[config.mk]
export PLATFORM = sky130hd
export DESIGN_NAME = multi_in_port
export DESIGN_NICKNAME = d
export VERILOG_FILES = /design/src/rtl/io_port_pkg.sv /design/src/rtl/in_port_channel.sv /design/src/rtl/multi_in_port.sv
export SDC_FILE = /design/constraint.sdc
export NUM_CORES = 1
export LEC_CHECK = 0
export CORE_UTILIZATION = 50
export DETAILED_ROUTE_END_ITERATION = 8
export GPL_TIMING_DRIVEN = 1
export PLACE_DENSITY = 0.68
export SLEW_MARGIN = 20
export SYNTH_ARGS = -nofsm -noshare
export SYNTH_HDL_FRONTEND = slang
export SYNTH_SLANG_ARGS = --single-unit
[constraint.sdc]
create_clock -name clock -period 10.3 [get_ports clock]
set_input_delay 2.06 -clock clock [delete_from_list [all_inputs] [get_ports clock]]
set_output_delay 2.06 -clock clock [all_outputs]
set_load 0.05 [all_outputs]
[src/rtl/io_port_pkg.sv]
// Shared constants and helpers for the multi-channel CPU input port.
// Latency: n/a (compile-time only).
// Backpressure: n/a.
package io_port_pkg;

  localparam int IO_BUS_W  = 32;
  localparam int IO_MAX_CH = 16;

  // Ceiling log2. Used for pointer and select widths; returns 0 for value <= 1.
  function automatic int clog2(input int value);
    int r;
    r = 0;
    for (int i = 0; i < 32; i++) begin
      if ((1 << i) < value) r = i + 1;
    end
    return r;
  endfunction

endpackage

[src/rtl/in_port_channel.sv]
// One input channel: strobe synchroniser, rising-edge detect, FWFT FIFO, sticky overflow.
// Latency: strobe first sampled high at edge k -> entry written and visible after edge k+2.
// Backpressure: none upstream; a push into a full FIFO with no pop is dropped and flagged.
module in_port_channel
  import io_port_pkg::*;
#(
  parameter int DATA_W = 8,
  parameter int DEPTH  = 4
) (
  input  logic              clock,
  input  logic              clear,
  input  logic              strobe,
  input  logic [DATA_W-1:0] data,
  input  logic              pop,
  input  logic              ovf_clr,
  output logic [DATA_W-1:0] head,
  output logic              not_empty,
  output logic              full,
  output logic              overflow
);

  localparam int PTR_W = clog2(DEPTH);
  localparam int CNT_W = PTR_W + 1;

  logic              s1, s2, s3;
  logic              push;
  logic              do_push;
  logic              do_pop;
  logic              drop;
  logic [PTR_W-1:0]  wr_ptr;
  logic [PTR_W-1:0]  rd_ptr;
  logic [CNT_W-1:0]  count;
  logic [DATA_W-1:0] mem [DEPTH];

  // A push is the synchronised strobe's rising edge, so a held strobe pushes once.
  assign push      = s2 & ~s3;
  assign not_empty = (count != '0);
  assign full      = (count == CNT_W'(DEPTH));
  // A pop frees a slot on the same edge, so a full FIFO can still accept the push.
  assign do_pop    = pop & not_empty;
  assign do_push   = push & (~full | do_pop);
  assign drop      = push & full & ~do_pop;
  assign head      = mem[rd_ptr];

  // Two-flop synchroniser for the asynchronous strobe plus one history flop for edge detect.
  always_ff @(posedge clock or negedge clear) begin
    if (!clear) begin
      s1 <= 1'b0;
      s2 <= 1'b0;
      s3 <= 1'b0;
    end else begin
      s1 <= strobe;
      s2 <= s1;
      s3 <= s2;
    end
  end

  // FIFO pointers and occupancy; pointers wrap naturally because DEPTH is a power of two.
  always_ff @(posedge clock or negedge clear) begin
    if (!clear) begin
      wr_ptr <= '0;
      rd_ptr <= '0;
      count  <= '0;
    end else begin
      if (do_push) wr_ptr <= wr_ptr + PTR_W'(1);
      if (do_pop)  rd_ptr <= rd_ptr + PTR_W'(1);
      case ({do_push, do_pop})
        2'b10:   count <= count + CNT_W'(1);
        2'b01:   count <= count - CNT_W'(1);
        default: count <= count;
      endcase
    end
  end

  // Storage needs no reset: occupancy is what defines which entries are valid.
  always_ff @(posedge clock) begin
    if (do_push) mem[wr_ptr] <= data;
  end

  // Sticky overflow; a new drop on the same edge as a status clear keeps the bit set.
  always_ff @(posedge clock or negedge clear) begin
    if (!clear) begin
      overflow <= 1'b0;
    end else if (drop) begin
      overflow <= 1'b1;
    end else if (ovf_clr) begin
      overflow <= 1'b0;
    end
  end

endmodule

[src/rtl/multi_in_port.sv]
// Multi-channel CPU input port: per-channel capture FIFOs, read mux and status word.
// Latency: bus_out is combinational from rd_en/stat_rd/ch_sel; pop and overflow clear at the next edge.
// Backpressure: reads of empty or nonexistent channels return 0 and change nothing.
module multi_in_port
  import io_port_pkg::*;
#(
  parameter int NUM_CH = 4,
  parameter int DATA_W = 8,
  parameter int DEPTH  = 4,
  parameter int BUS_W  = IO_BUS_W
) (
  input  logic                                        clock,
  input  logic                                        clear,
  input  logic [NUM_CH*DATA_W-1:0]                    in_data,
  input  logic [NUM_CH-1:0]                           in_strobe,
  input  logic [((NUM_CH > 1) ? clog2(NUM_CH) : 1)-1:0] ch_sel,
  input  logic                                        rd_en,
  input  logic                                        stat_rd,
  output logic [BUS_W-1:0]                            bus_out,
  output logic [NUM_CH-1:0]                           not_empty,
  output logic [NUM_CH-1:0]                           full,
  output logic [NUM_CH-1:0]                           overflow
);

  localparam int SEL_W        = (NUM_CH > 1) ? clog2(NUM_CH) : 1;
  localparam int STAT_NE_LSB  = 0;
  localparam int STAT_OVF_LSB = NUM_CH;

  logic [NUM_CH-1:0][DATA_W-1:0] heads;
  logic [NUM_CH-1:0]             pop;
  logic                          sel_ok;
  logic                          ch_rd;

  // Status read wins over a channel read, so a combined request never pops.
  assign sel_ok = (32'(ch_sel) < NUM_CH);
  assign ch_rd  = rd_en & ~stat_rd & sel_ok;

  for (genvar i = 0; i < NUM_CH; i++) begin : g_ch
    assign pop[i] = ch_rd & (ch_sel == SEL_W'(i));

    in_port_channel #(
      .DATA_W (DATA_W),
      .DEPTH  (DEPTH)
    ) u_ch (
      .clock     (clock),
      .clear     (clear),
      .strobe    (in_strobe[i]),
      .data      (in_data[i*DATA_W +: DATA_W]),
      .pop       (pop[i]),
      .ovf_clr   (stat_rd),
      .head      (heads[i]),
      .not_empty (not_empty[i]),
      .full      (full[i]),
      .overflow  (overflow[i])
    );
  end

  // Read mux: status word, selected head, or zero so the port can be OR-ed onto the bus.
  always_comb begin
    bus_out = '0;
    if (stat_rd) begin
      bus_out[STAT_NE_LSB  +: NUM_CH] = not_empty;
      bus_out[STAT_OVF_LSB +: NUM_CH] = overflow;
    end else if (ch_rd && not_empty[ch_sel]) begin
      bus_out[DATA_W-1:0] = heads[ch_sel];
    end
  end

endmodule

==> key figures <==
Routing
  – DRT iter0 DRCs: 792
  – Routed wire length: 41,500 um
  – Router iterations before antenna repair: 9
  – DR WL/cell: 18.0 um
  – Vias per cell: 5.87
  – Via count: 13.6k
  – Post-route ant nets: 0
  – DRC viols: 5

Setup path
  – FF-to-FF setup slack: 4.41 ns
  – FF-to-FF End: g_ch[3].u_ch.count[32]
  – R2R Path Start: g_ch[3].u_ch.count[17]
  – CP Class: primary input to register
  – Data required time of the critical path: 10.72 ns
  – Crit path top cell by count: nor4_1
  – Worst EP arrival: 7.77 ns
  – Largest stage delay on the critical path: 0.83 ns
  – CP Cell Sequence: clkdlybuf4s50_1, nor4_1, and4_1, nand4_1, or2_1, or3_4, inv_1, ha_1, a211o_1, nor4_1, o32ai_1, a221o_1, a2111oi_0, o21bai_1, mux2i_1, xor2_1
  – Crit path max fanout: 32
  – R2R cell count: 15
  – Worst path slowest cell: inv_1
  – Crit. End Element: register
  – Setup crit start kind: primary input

Power
  – Leakage Power: 8.74 nW
  – Power Dens Cells: 146 nW/um^2
  – Peak VDD IR: 138 uV

Clocking
  – Clk Latency, worst-skew pair: 0.56 ns
  – CTS H-tree lvls: 2
  – # Post-CTS Setup Buffers: 0
  – CTS tree: done
  – Cts bufs inserted: 35
  – CTS Buffer Depth: 3
  – Root Driver: clkbuf_16
  – Clock sinks: 292
  – Clock transition at the registers of the reported paths: 0.06 ns
  – Hold_buf cts: 0
  – Post-cts resize count: 0

Floorplanning
  – Core region area: 35,800 sq um
  – Die ar.: 37,400 sq um
  – Floorplan row count: 69
  – Die Span Y: 193 um
  – I/O pin total: 116
  – Starting Density: 0.512
  – Die W: 193 um

STA
  – Min Clock Period, post-route: 7.36 ns
  – Max-slew violation count: 0
  – Period utilization: 0.714
  – Slew HR: 0.237
  – Worst-Margin Slew: 1.14 ns
  – Max Fclk: 136 MHz
  – # setup viols final: 0
  – Total negative slack: 0 ns
  – Hold Vio Cnt, Final: 0
  – Clk_skew: 0.0288 ns
  – Unrepaired setup endpoints after global routing: false

Placed design
  – Hpwl dp: 30,500 um
  – Placer Congestion: 0.891
  – Port bufs: 91
  – Placed cells: 2,251

Global route
  – Total track usage: 0.227
  – Gr ovfl total: 0
  – Initial antenna violation count: 0
  – Largest net degree at the start of global routing: 74
  – Vias in the first global route: 13.4k
  – First-pass GRT wire length: 69,100 um

Synthesis
  – Post-synth EDFFs: 128
  – Seq cells post-synth: 292
  – Seq/Total Area, Yosys: 0.434
  – Syn Inst Count: 1,757
  – Distinct cells, synth: 85
  – Yosys warns: 0
  – Ys flop type: dfrtp_1
  – Synth Area per Inst: 10.4 sq um
  – Synth async-reset ratio: 0.562
  – Synthesized area: 18,300 sq um

Outcome
  – Status: finished, violations left
  – Failing checks: DRC

Cells and area
  – Area growth, synth to finish: 12.4%
  – Fill count: 3,043
  – Layout cells sized above 1: 0.0794
  – Fin cells: 2,313
  – Most common cell after layout, fill and taps aside: nand2_1
  – Antenna diodes: 0
  – Most frequent cells in the layout: nand2_1, dfrtp_1, o21ai_0
  – Nets: 2,043

Worst hold path
  – Hold_sp: g_ch[0].u_ch.s1
  – WHS Endpoint: g_ch[0].u_ch.s2
  – Hold WC Path Type: register to register
  – Hold Path Cell Cnt: 0

Flow run
  – Maxcap violations: 0
-- cells in the mapped netlist, drive strengths merged, types with 43 or more instances --
master  count  area share
xor2       67       0.032
xnor2      66       0.032
a21oi     147       0.041
nor4       43       0.015
edfxtp    128        0.21
ha        140       0.096
a21o       51       0.021
o21ai     158       0.043
nor2       78       0.017
nand2     174       0.036
inv        56       0.011
dfrtp     164        0.22
buf        58       0.022
-- sequential cells by signal (all words and copies together) (netlist names) --
name	count
g_ch.u_ch.count	132
g_ch.u_ch.mem	128
g_ch.u_ch.overflow	4
g_ch.u_ch.rd_ptr	8
g_ch.u_ch.s1	4
g_ch.u_ch.s2	4
g_ch.u_ch.s3	4
g_ch.u_ch.wr_ptr	8
-- critical path, delay by kind of cell --
kind                     cells  cell delay [ns]
buffers and inverters        2             1.29
AO/OA/AOI/OAI                5             1.61
XOR/XNOR                     1             0.16
multiplexers                 1             0.15
AND/OR/NAND/NOR              6             2.01
adder cells (fa/ha/maj)      1             0.45
-- where the power goes --
| group | leakage (nW) | total [W] | switching, W | internal [W] |
|---|---|---|---|---|
| Clock | 0.552 | 0.00123 | 0.000496 | 0.000731 |
| Combinational | 4.82 | 0.000438 | 0.000277 | 0.000161 |
| Sequential | 3.37 | 0.00134 | 0.0000473 | 0.00129 |
-- per-layer routing --
metal	GRT usage	part of all wire
met1	0.306	0.46
met2	0.369	0.46
met3	0.0431	0.049
met4	0.0767	0.027
met5	0	0
-- final cells by class --
class	instances	area, sq um	share of cell area
multi-input combinational	1339	9740	0.473
sequential	292	7950	0.386
inverter	56	210	0.0102
clock inverter	14	178	0.00862
tap	461	577	0.0280
timing repair buffer	103	1000	0.0486
clock buffer	48	955	0.0463
-- stage by stage --
step / hold slack (ns) / area (sq um) / util / power (W) / setup slack, ns
5_1_grt: 0.356 / 20600 / 0.575 / 0.00313 / 2.59
2_1_floorplan: 0.331 / 18400 / - / 0.00167 / 1.65
3_3_place_gp: 0.333 / 19500 / 0.544 / 0.00179 / 2.66
3_5_place_dp: 0.337 / 19500 / 0.544 / 0.00180 / 2.51
6_report: 0.349 / 20600 / 0.575 / 0.00300 / 2.94
4_1_cts: 0.350 / 20600 / 0.575 / 0.00303 / 3.02
-- kinds of logic after synthesis --
kind of cell / share of synthesized area
muxes: 0.0602
and+or+nand+nor: 0.127
buffers and inverters: 0.0405
other: 0.000205
DFF: 0.434
xor gates and xnor gates: 0.0636
AOI/OAI and AO/OA: 0.175
adders and majority gates: 0.0999
-- worst max path at each step --
stage | from | end | slack [ns]
floorplan | ch_sel[23] | g_ch[2].u_ch.count[32] | 1.65
global placement | ch_sel[11] | g_ch[3].u_ch.count[32] | 2.66
detailed placement | ch_sel[11] | g_ch[3].u_ch.count[32] | 2.51
CTS | ch_sel[0] | bus_out[4] | 3.02
global route | ch_sel[11] | g_ch[3].u_ch.count[32] | 2.59
finish | ch_sel[11] | g_ch[3].u_ch.count[32] | 2.94
No activity file was read; power rests on OpenSTA's default activity.
